File: config.mk
export PLATFORM = sky130hd
export DESIGN_NAME = period_meter
export DESIGN_NICKNAME = d
export VERILOG_FILES = /design/src/rtl/period_meter.sv
export SDC_FILE = /design/constraint.sdc
export NUM_CORES = 1
export LEC_CHECK = 0
export CORE_UTILIZATION = 30
export CTS_BUF_LIST = sky130_fd_sc_hd__clkbuf_2 sky130_fd_sc_hd__clkbuf_4 sky130_fd_sc_hd__clkbuf_8
export CTS_CLUSTER_SIZE = 30
export DETAILED_ROUTE_END_ITERATION = 12
export PLACE_DENSITY = 0.47
export SLEW_MARGIN = 20
export SYNTH_ARGS = -nofsm -noshare
export SYNTH_HDL_FRONTEND = slang
export SYNTH_SLANG_ARGS = --single-unit
File: constraint.sdc
create_clock -name clk_in -period 4.05 [get_ports clk_in]
set_input_delay 1.215 -clock clk_in [delete_from_list [all_inputs] [get_ports clk_in]]
set_output_delay 1.215 -clock clk_in [all_outputs]
set_load 0.02 [all_outputs]
File: src/rtl/period_meter.sv
// period_meter: measures the period of a slow asynchronous square wave in
// clk_in cycles and hands each result out over a valid/ready register.
//
//   state   | meaning
//   --------+--------------------------------------------------------------
//   IDLE    | disabled; counter held at zero
//   ARM     | enabled; waiting for the first rising edge to start timing
//   MEASURE | counting cycles between consecutive rising edges
module period_meter #(
    parameter int CNT_W       = 24,
    parameter int SYNC_STAGES = 2,
    parameter int MIN_PERIOD  = 2
) (
    input  logic             clk_in,
    input  logic             reset,
    input  logic             sig_in,
    input  logic             enable,
    output logic [CNT_W-1:0] period_out,
    output logic             period_valid,
    input  logic             period_ready,
    output logic             ovf,
    output logic             glitch,
    output logic             dropped,
    output logic             locked
);

    typedef enum logic [1:0] {
        IDLE    = 2'd0,
        ARM     = 2'd1,
        MEASURE = 2'd2
    } state_t;

    localparam logic [CNT_W-1:0] CNT_MAX = '1;
    localparam logic [CNT_W-1:0] CNT_ONE = CNT_W'(1);
    localparam logic [CNT_W-1:0] CNT_MIN = CNT_W'(MIN_PERIOD);

    logic [SYNC_STAGES-1:0] sync_q;
    logic                   sync_d;
    logic                   sync_out;
    logic                   rise;
    logic                   capture;
    state_t                 state;
    logic [CNT_W-1:0]       cnt;

    assign sync_out = sync_q[SYNC_STAGES-1];
    assign rise     = sync_out & ~sync_d;
    // The enable fall wins over a coincident rise, so capture needs enable.
    assign capture  = (state == MEASURE) & rise & enable;

    // Synchronizer chain plus edge-detect register; runs regardless of enable.
    always_ff @(posedge clk_in or posedge reset) begin
        if (reset) begin
            sync_q <= '0;
            sync_d <= 1'b0;
        end else begin
            sync_q <= {sync_q[SYNC_STAGES-2:0], sig_in};
            sync_d <= sync_out;
        end
    end

    // Measurement FSM: period counter and lock indication.
    always_ff @(posedge clk_in or posedge reset) begin
        if (reset) begin
            state  <= IDLE;
            cnt    <= '0;
            locked <= 1'b0;
        end else if (!enable) begin
            state  <= IDLE;
            cnt    <= '0;
            locked <= 1'b0;
        end else begin
            case (state)
                IDLE: begin
                    cnt   <= '0;
                    state <= ARM;
                end
                ARM: begin
                    if (rise) begin
                        cnt   <= CNT_ONE;
                        state <= MEASURE;
                    end
                end
                MEASURE: begin
                    if (rise) begin
                        cnt    <= CNT_ONE;
                        locked <= 1'b1;
                    end else if (cnt != CNT_MAX) begin
                        cnt <= cnt + CNT_ONE;
                    end
                end
                default: begin
                    state <= IDLE;
                    cnt   <= '0;
                end
            endcase
        end
    end

    // Output register: load when free or being drained this cycle, else drop.
    always_ff @(posedge clk_in or posedge reset) begin
        if (reset) begin
            period_out   <= '0;
            period_valid <= 1'b0;
            ovf          <= 1'b0;
            glitch       <= 1'b0;
            dropped      <= 1'b0;
        end else if (capture && (!period_valid || period_ready)) begin
            period_out   <= cnt;
            ovf          <= (cnt == CNT_MAX);
            glitch       <= (cnt < CNT_MIN);
            period_valid <= 1'b1;
        end else begin
            if (period_valid && period_ready) begin
                period_valid <= 1'b0;
            end
            if (capture) begin
                dropped <= 1'b1;
            end
        end
    end

endmodule

==> results_tabular.tex, run 1 <==
\begin{tabular}{lr}
\hline
Metric & Value \\
\hline
\multicolumn{2}{l}{\textbf{Placed design}} \\
Placed cell count & 460 \\
Post-placement cell area & 3280 um2 \\
Quantity of I/O buffers inserted on ports & 33 \\
Post-detailed-placement half-perimeter wirelength & 4.50 mm \\
GPL Wtd Cong & roughly 0.73 \\
\multicolumn{2}{l}{\textbf{Power}} \\
Flop pwr share & about half \\
Net switching share of the total power & roughly 29\% \\
Clock Power Share & a little under two fifths \\
Combinational share of power & 14.5\% \\
VDD IR-drop max & about 0.12 mV \\
Internal & 0.900 mW \\
Net Switching & 0.364 mW \\
Pwr Density & $\sim$370 nW/um2 \\
Static leakage & 1.54 nW \\
\multicolumn{2}{l}{\textbf{Clocking}} \\
Clock-pin slew on the worst setup and hold paths & roughly 0.070 ns \\
Total clock sinks & 58 \\
CTS tree & built \\
TritonCTS buffer count & 9 \\
Deepest clock path buffer count & 2 \\
Hold Buf Count CTS & 0 \\
Post-CTS Setup Repair Bufs & 0 \\
Root Buffer & sky130\_fd\_sc\_hd\_\_clkbuf\_8 \\
Skew-Pair Late Insertion Delay & 0.34 ns \\
CTS resizes & 0 \\
\# H-tree levels & 3 \\
\multicolumn{2}{l}{\textbf{Timing}} \\
Worst clock skew on the final layout & 0.00763 ns \\
Shortest period the worst path allows & 2.79 ns \\
Final hold slack & roughly 0.35 ns \\
Period utilisation layout & 68.8\% \\
Transition time at the pin with the least slew margin & 0.669 ns \\
Post-Route Setup TNS & 0 ns \\
Final Max Slew Viols & 0 \\
RSZ-0062 raised after global routing & false \\
Final hold violations & 0 \\
Max-slew headroom & 55.4\% \\
Highest Clock Rate & 359 MHz \\
Setup-violating endpoint count in the final report & 0 \\
\multicolumn{2}{l}{\textbf{Critical path}} \\
Most common cell type on the critical path & sky130\_fd\_sc\_hd\_\_nand2\_1 \\
Ordered list of cells on the worst path & clkdlybuf4s50\_1 -> nand4b\_1 -> nand2b\_1 -> buf\_4 -> nand2\_1 -> nand2\_1 \\
Worst setup slack for register-to-register paths & 1.90 ns \\
Worst reg2reg path depth & 6 \\
Family of cells with the greatest summed delay on the critical path & buffers and inverters \\
Reg2reg end & cnt[10] \\
Slowest-stage cell, CP & sky130\_fd\_sc\_hd\_\_clkdlybuf4s50\_1 \\
Startpoint type of the worst setup path & input pin \\
Type of the worst setup path & in2reg \\
Maximum fanout along the worst path & 16 \\
Element type at the critical path end & flip-flop \\
Number of buffer and inverter stages on the critical path & 2 \\
Crit path arrival time & 3.02 ns \\
Required time of the worst setup path & around 4.3 ns \\
Stage delay of the slowest cell on the critical path & 0.60 ns \\
Worst R2R Start & cnt[1] \\
\multicolumn{2}{l}{\textbf{Logic synthesis}} \\
Number of synthesized flops with an enable pin & 0 \\
Fraction of the yosys area taken by sequential cells & 50.7\% \\
Syn Area/Cell & between 9 and 10 um2 \\
Net count of the mapped netlist & between 300 and 400 \\
Mapped Cells & 313 \\
Cell area after synthesis & 2860 um2 \\
Commonest cells in the synthesized netlist & sky130\_fd\_sc\_hd\_\_nand2\_1 (87), sky130\_fd\_sc\_hd\_\_dfrtp\_1 (58), sky130\_fd\_sc\_hd\_\_o21ai\_1 (17), sky130\_fd\_sc\_hd\_\_o31ai\_1 (17) \\
Share of the synthesized area in the top cell type & just over 50\% \\
Synth async-reset ratio & 100\% \\
Dominant cell type by area after synthesis & sky130\_fd\_sc\_hd\_\_dfrtp\_1 \\
Top cells by area, synth & sky130\_fd\_sc\_hd\_\_dfrtp\_1 (51\%), sky130\_fd\_sc\_hd\_\_nand2\_1 (11\%), sky130\_fd\_sc\_hd\_\_o31ai\_1 (4.5\%) \\
Top FF cell, synth & sky130\_fd\_sc\_hd\_\_dfrtp\_1 \\
Most frequent cell after synthesis & sky130\_fd\_sc\_hd\_\_nand2\_1 \\
Number of storage elements in the synthesis netlist & 58 \\
Netlist cell types & 38 \\
Number of synthesis warnings & 0 \\
\multicolumn{2}{l}{\textbf{Global routing}} \\
Global-route wire length before repair & 11.7 mm \\
Maximum number of pins on one net before global-route repair & 31 \\
Antenna violations before repair & 0 \\
Number of global-route vias before repair & 2,254 \\
Total Routing Usage GR & 15.4\% \\
Total grt overflow & 0 \\
\multicolumn{2}{l}{\textbf{Drt}} \\
Detailed Routing Iterations Pass 1 & 4 \\
Violation count after the first detailed-route iteration & roughly 140 \\
Detailed-route vias per instance & around 4.9 \\
Drt total wl & 6.82 mm \\
Number of nets still failing antenna checks after routing & 0 \\
DRC viols & 0 \\
Average wire per standard cell & approximately 14 um \\
Vias after detailed routing & 2,341 \\
\multicolumn{2}{l}{\textbf{Floorplan}} \\
Area inside the core boundary & 9240 um2 \\
Die H & 99.7 um \\
Number of placement rows & 35 \\
Starting density of the core & 31.0\% \\
Horizontal die dimension & 99.7 um \\
Number of primary I/O pins & 34 \\
Die ar. & 9930 um2 \\
\multicolumn{2}{l}{\textbf{Final layout}} \\
Antenna Diode Count & 0 \\
P\&R area growth vs syn & 20.2\% \\
Fin nets & approximately 350 \\
Count of non-filler cells in the finished layout & roughly 470 \\
Share of final-layout standard cells stronger than drive strength 1 & a little under a tenth \\
Final non-filler cell area & 3440 um2 \\
\multicolumn{2}{l}{\textbf{Run}} \\
Max cap viols & 0 \\
\multicolumn{2}{l}{\textbf{Status}} \\
Run status & finished clean \\
\multicolumn{2}{l}{\textbf{Min path}} \\
Hold Path Cell Cnt & 0 \\
Worst hold path endpoint & sync\_q[1] \\
HP Start & sync\_q[0] \\
Type of the most critical hold path & reg2reg \\
\hline
\end{tabular}
==> how the worst max path moves through the flow <==
stage / start / to / slack [ns] / cells past startpoint
finish: enable / period_out[12] / 1.26 / 6
global route: enable / period_out[21] / 1.03 / 5
CTS: enable / period_out[12] / 1.22 / 6
detailed placement: enable / period_out[12] / 0.83 / 6
global placement: enable / period_out[14] / 0.90 / 6
floorplan: reset / cnt[0] / 1.41 / 1
==> worst register-to-register path, delay by kind of cell (launching register included) <==
kind,cells,cell delay (ns)
flops,1,0.51
simple gates,4,1.08
compound gates,1,0.13
fa+ha+maj,1,0.31
==> placed cells by master, fill, tap and decap left out, types with 3 or more instances in the layout <==
cell | netlist | layout
sky130_fd_sc_hd__a21oi_1 | 10 | 10
sky130_fd_sc_hd__a31oi_1 | 9 | 9
sky130_fd_sc_hd__and2_1 | 3 | 3
sky130_fd_sc_hd__and3_1 | 6 | 6
sky130_fd_sc_hd__buf_4 | 2 | 3
sky130_fd_sc_hd__clkbuf_8 | 0 | 10
sky130_fd_sc_hd__clkdlybuf4s50_1 | 0 | 33
sky130_fd_sc_hd__dfrtp_1 | 58 | 58
sky130_fd_sc_hd__ha_1 | 5 | 5
sky130_fd_sc_hd__inv_1 | 5 | 4
sky130_fd_sc_hd__nand2_1 | 87 | 87
sky130_fd_sc_hd__nand2b_1 | 4 | 4
sky130_fd_sc_hd__nand3_1 | 8 | 8
sky130_fd_sc_hd__nand4_1 | 12 | 12
sky130_fd_sc_hd__nor2_1 | 10 | 10
sky130_fd_sc_hd__nor2b_1 | 5 | 5
sky130_fd_sc_hd__nor4_1 | 5 | 5
sky130_fd_sc_hd__nor4_2 | 3 | 3
sky130_fd_sc_hd__o21ai_0 | 12 | 12
sky130_fd_sc_hd__o21ai_1 | 17 | 17
sky130_fd_sc_hd__o31ai_1 | 17 | 17
==> cell families (layout without fill, tap and decap cells) <==
| kind of cell | after synthesis | count (layout) | synth area share, % |
|---|---|---|---|
| AO/OA/AOI/OAI | 70 | 70 | 15.0 |
| flip-flops | 58 | 58 | 50.7 |
| adder cells (fa/ha/maj) | 5 | 5 | 2.19 |
| buffers and inverters | 24 | 56 | 4.81 |
| AND/OR/NAND/NOR | 156 | 156 | 27.3 |
==> flip-flops by register name, summed over array words and instances (netlist names) <==
name,count
period_out,24
period_valid,1
dropped,1
sync_d,1
glitch,1
ovf,1
sync_q,2
state,2
locked,1
cnt,24
==> final cells by class <==
class / instances / area, um2
Sequential cell: 58 / 1450
Clock inverter: 3 / 17.5
Fill cell: 961 / 5800
Inverter: 5 / 18.8
Clock buffer: 11 / 145
Tap cell: 129 / 161
Timing Repair Buffer: 37 / 373
Multi-Input combinational cell: 231 / 1270
==> stage by stage <==
stage | power [mW] | setup slack (ns) | utilization (%)
final | 1.26 | 1.26 | 37.2
after global routing | 1.34 | 1.03 | 37.2
after CTS | 1.29 | 1.22 | 37.2
after detailed placement | 0.815 | 0.831 | 35.5
after global placement | 0.813 | 0.898 | 35.5
after floorplan | 0.758 | 1.41 | -
==> per-layer routing <==
| layer | GRT usage, % | part of all wire, % | vias up |
|---|---|---|---|
| met5 | 0 | 0 | - |
| met4 | 6.79 | 1.4 | 0 |
| met3 | 3.65 | 3.1 | 7 |
| met2 | 23.1 | 45 | 40 |
| met1 | 21.0 | 50 | 1135 |
| li1 | - | - | 1159 |
==> power groups by stage <==
| stage | combinational, mW | clock (mW) | sequential (mW) |
|---|---|---|---|
| global placement | 0.186 | 0 | 0.627 |
| floorplan | 0.126 | 0 | 0.632 |
| global route | 0.213 | 0.505 | 0.619 |
| finish | 0.184 | 0.463 | 0.616 |
| detailed placement | 0.188 | 0 | 0.627 |
| CTS | 0.188 | 0.482 | 0.616 |
Power figures use the tool's default switching activity.
==> inputs of run 2 (changes only) <==
--- a/config.mk
+++ b/config.mk
@@ -9,7 +9,7 @@
 export CTS_BUF_LIST = sky130_fd_sc_hd__clkbuf_2 sky130_fd_sc_hd__clkbuf_4 sky130_fd_sc_hd__clkbuf_8
 export CTS_CLUSTER_SIZE = 30
 export DETAILED_ROUTE_END_ITERATION = 12
-export PLACE_DENSITY = 0.47
+export PLACE_DENSITY = 0.49
 export SLEW_MARGIN = 20
 export SYNTH_ARGS = -nofsm -noshare
 export SYNTH_HDL_FRONTEND = slang
==> constraint.sdc (replaced) <==
create_clock -name clk_in -period 2.25 [get_ports clk_in]
set_input_delay 0.675 -clock clk_in [delete_from_list [all_inputs] [get_ports clk_in]]
set_output_delay 0.675 -clock clk_in [all_outputs]
set_load 0.02 [all_outputs]
==> run 2 against run 1 <==
Sequential power is 79% higher. Flip-flop and latch count stayed put. Final area is 4.2% higher. Highest routed layer unchanged. Combinational power is 88% higher. Register-to-register slack worse by 1.6 ns. Via count is 2.7% higher. Critical path depth is 5 lower. Non-clock buffer count is 10 higher.
==> results_tabular.tex, run 2 (synthesis gave the netlist of run 1 again) <==
\begin{tabular}{lr}
\hline
Metric & Value \\
\hline
\multicolumn{2}{l}{\textbf{Critical path}} \\
Required time of the worst setup path & approximately 1.6 ns \\
Number of buffer and inverter stages on the critical path & 1 \\
Type of the worst setup path & reg2out \\
Crit path arrival time & around 1.4 ns \\
Maximum fanout along the worst path & 2 \\
Family of cells with the greatest summed delay on the critical path & buffers and inverters \\
Startpoint type of the worst setup path & flip-flop \\
Element type at the critical path end & output pin \\
Slowest-stage cell, CP & sky130\_fd\_sc\_hd\_\_clkdlybuf4s50\_1 \\
Ordered list of cells on the worst path & clkdlybuf4s50\_1 \\
Stage delay of the slowest cell on the critical path & 0.62 ns \\
\multicolumn{2}{l}{\textbf{Floorplan}} \\
Starting density of the core & 31.0\% \\
Area inside the core boundary & 9240 um2 \\
Die ar. & just under 10,000 um2 \\
Number of primary I/O pins & 34 \\
Horizontal die dimension & around 100 um \\
Die H & 99.7 um \\
Number of placement rows & 35 \\
\multicolumn{2}{l}{\textbf{Run}} \\
Max cap viols & 0 \\
\multicolumn{2}{l}{\textbf{Clocking}} \\
Clock-pin slew on the worst setup and hold paths & 0.07 ns \\
Skew-Pair Late Insertion Delay & about 0.35 ns \\
Deepest clock path buffer count & 2 \\
TritonCTS buffer count & 9 \\
CTS resizes & 0 \\
\# H-tree levels & 3 \\
Total clock sinks & 58 \\
Hold Buf Count CTS & 0 \\
CTS tree & built \\
Post-CTS Setup Repair Bufs & 0 \\
Root Buffer & sky130\_fd\_sc\_hd\_\_clkbuf\_8 \\
\multicolumn{2}{l}{\textbf{Power}} \\
Pwr Density & 721 nW/um2 \\
Total power draw & 2.58 mW \\
Static leakage & 1.63 nW \\
VDD IR-drop max & about 0.3 mV \\
\multicolumn{2}{l}{\textbf{Timing}} \\
Final Max Slew Viols & 0 \\
Final hold violations & 0 \\
Period utilisation layout & 89.9\% \\
Worst path setup slack after routing & between 0.2 and 0.25 ns \\
Max-slew headroom & about 62\% \\
Highest Clock Rate & 494 MHz \\
Setup-violating endpoint count in the final report & 0 \\
Post-Route Setup TNS & 0 ns \\
Transition time at the pin with the least slew margin & 0.566 ns \\
Shortest period the worst path allows & about 2.0 ns \\
RSZ-0062 raised after global routing & false \\
Worst clock skew on the final layout & between 0.01 and 0.015 ns \\
\multicolumn{2}{l}{\textbf{Drt}} \\
Drt total wl & 6.83 mm \\
Average wire per standard cell & 14.1 um \\
Violation count after the first detailed-route iteration & 138 \\
DRC viols & 0 \\
Detailed Routing Iterations Pass 1 & 4 \\
Number of nets still failing antenna checks after routing & 0 \\
Detailed-route vias per instance & between 4 and 5 \\
Vias after detailed routing & 2,405 \\
\multicolumn{2}{l}{\textbf{Final layout}} \\
Most frequent standard cell in the layout excluding fill and tap cells & sky130\_fd\_sc\_hd\_\_nand2\_1 \\
Most used cells in the layout excluding fill and tap cells & sky130\_fd\_sc\_hd\_\_nand2\_1 (87), sky130\_fd\_sc\_hd\_\_dfrtp\_1 (58), sky130\_fd\_sc\_hd\_\_clkdlybuf4s50\_1 (33) \\
Final non-filler cell area & about 3600 um2 \\
Fin nets & between 300 and 400 \\
P\&R area growth vs syn & 25.3\% \\
Share of final-layout standard cells stronger than drive strength 1 & 12.3\% \\
Antenna Diode Count & 0 \\
Largest registers ranked by flip-flop count & cnt x24, period\_out x24 \\
\multicolumn{2}{l}{\textbf{Placed design}} \\
Quantity of I/O buffers inserted on ports & 33 \\
Place WS & 0.0149 ns \\
Post-placement cell area & 3350 um2 \\
GPL Wtd Cong & 0.792 \\
Post-detailed-placement half-perimeter wirelength & 4.52 mm \\
\multicolumn{2}{l}{\textbf{Status}} \\
Run status & finished clean \\
\multicolumn{2}{l}{\textbf{Global routing}} \\
Total Routing Usage GR & 15.4\% \\
Antenna violations before repair & 0 \\
Total grt overflow & 0 \\
Number of global-route vias before repair & $\sim$2,300 \\
Global-route wire length before repair & 11.8 mm \\
Maximum number of pins on one net before global-route repair & 59 \\
\multicolumn{2}{l}{\textbf{Min path}} \\
Type of the most critical hold path & reg2reg \\
\hline
\end{tabular}
-- run 2: cell types whose count changed in the layout (fill, tap and decap cells not counted), sizes merged --
cell,previous run,this run
buf,4,14
bufinv,0,2
clkbuf,11,12
clkinvlp,1,0
-- run 2: worst paths after layout --
path                                start              to  slack [ns]  cells after the start
hold / removal                  sync_q[0]       sync_q[1]        0.36                      0
min in group asynchronous           reset        state[1]        0.69                      3
hold reg to reg                 sync_q[0]       sync_q[1]        0.36                      0
setup / recovery           period_out[21]  period_out[21]        0.23                      1
max in group asynchronous           reset  period_out[16]        1.28                      3
setup reg to reg                   cnt[6]         cnt[21]        0.32                      5
-- run 2: area by class of cell --
| cell class | count | area [um2] |
|---|---|---|
| fill | 936 | 5660 |
| sequential | 58 | 1450 |
| multi-input combinational | 231 | 1270 |
| timing repair buffer | 47 | 448 |
| tap | 129 | 161 |
| clock buffer | 12 | 159 |
| clock inverter | 4 | 73.8 |
| inverter | 5 | 18.8 |
-- run 2: stage by stage --
step	hold slack, ns	instances	utilization, %
floorplan	0.331	313	-
global placement	0.335	470	36.3
detailed placement	0.348	470	36.3
CTS	0.364	486	38.8
global route	0.365	486	38.8
finish	0.360	486	38.8
-- run 2: power breakdown --
group	total (mW)	internal, mW	leakage [nW]	switching [mW]
combinational	0.346	0.124	0.708	0.221
sequential	1.10	1.08	0.800	0.0223
clock	1.14	0.697	0.120	0.441
total	2.58	1.90	1.63	0.684
-- run 2: per-layer routing --
layer	routed length, um	global-route usage [%]	share of wire, %	vias to the layer above
met5	0	0	0	-
met4	159	7.92	2.3	0
met3	220	3.58	3.2	13
met2	2960	21.3	43	53
met1	3500	22.3	51	1156
li1	-	-	-	1183
==> inputs of run 3 (changes only) <==
--- a/config.mk
+++ b/config.mk
@@ -10,6 +10,7 @@
 export CTS_CLUSTER_SIZE = 30
 export DETAILED_ROUTE_END_ITERATION = 12
 export PLACE_DENSITY = 0.49
+export SETUP_SLACK_MARGIN = 0.1
 export SLEW_MARGIN = 20
 export SYNTH_ARGS = -nofsm -noshare
 export SYNTH_HDL_FRONTEND = slang
==> results of run 3 <==
The final DEF is identical to that of run 2; final timing and power are the same.
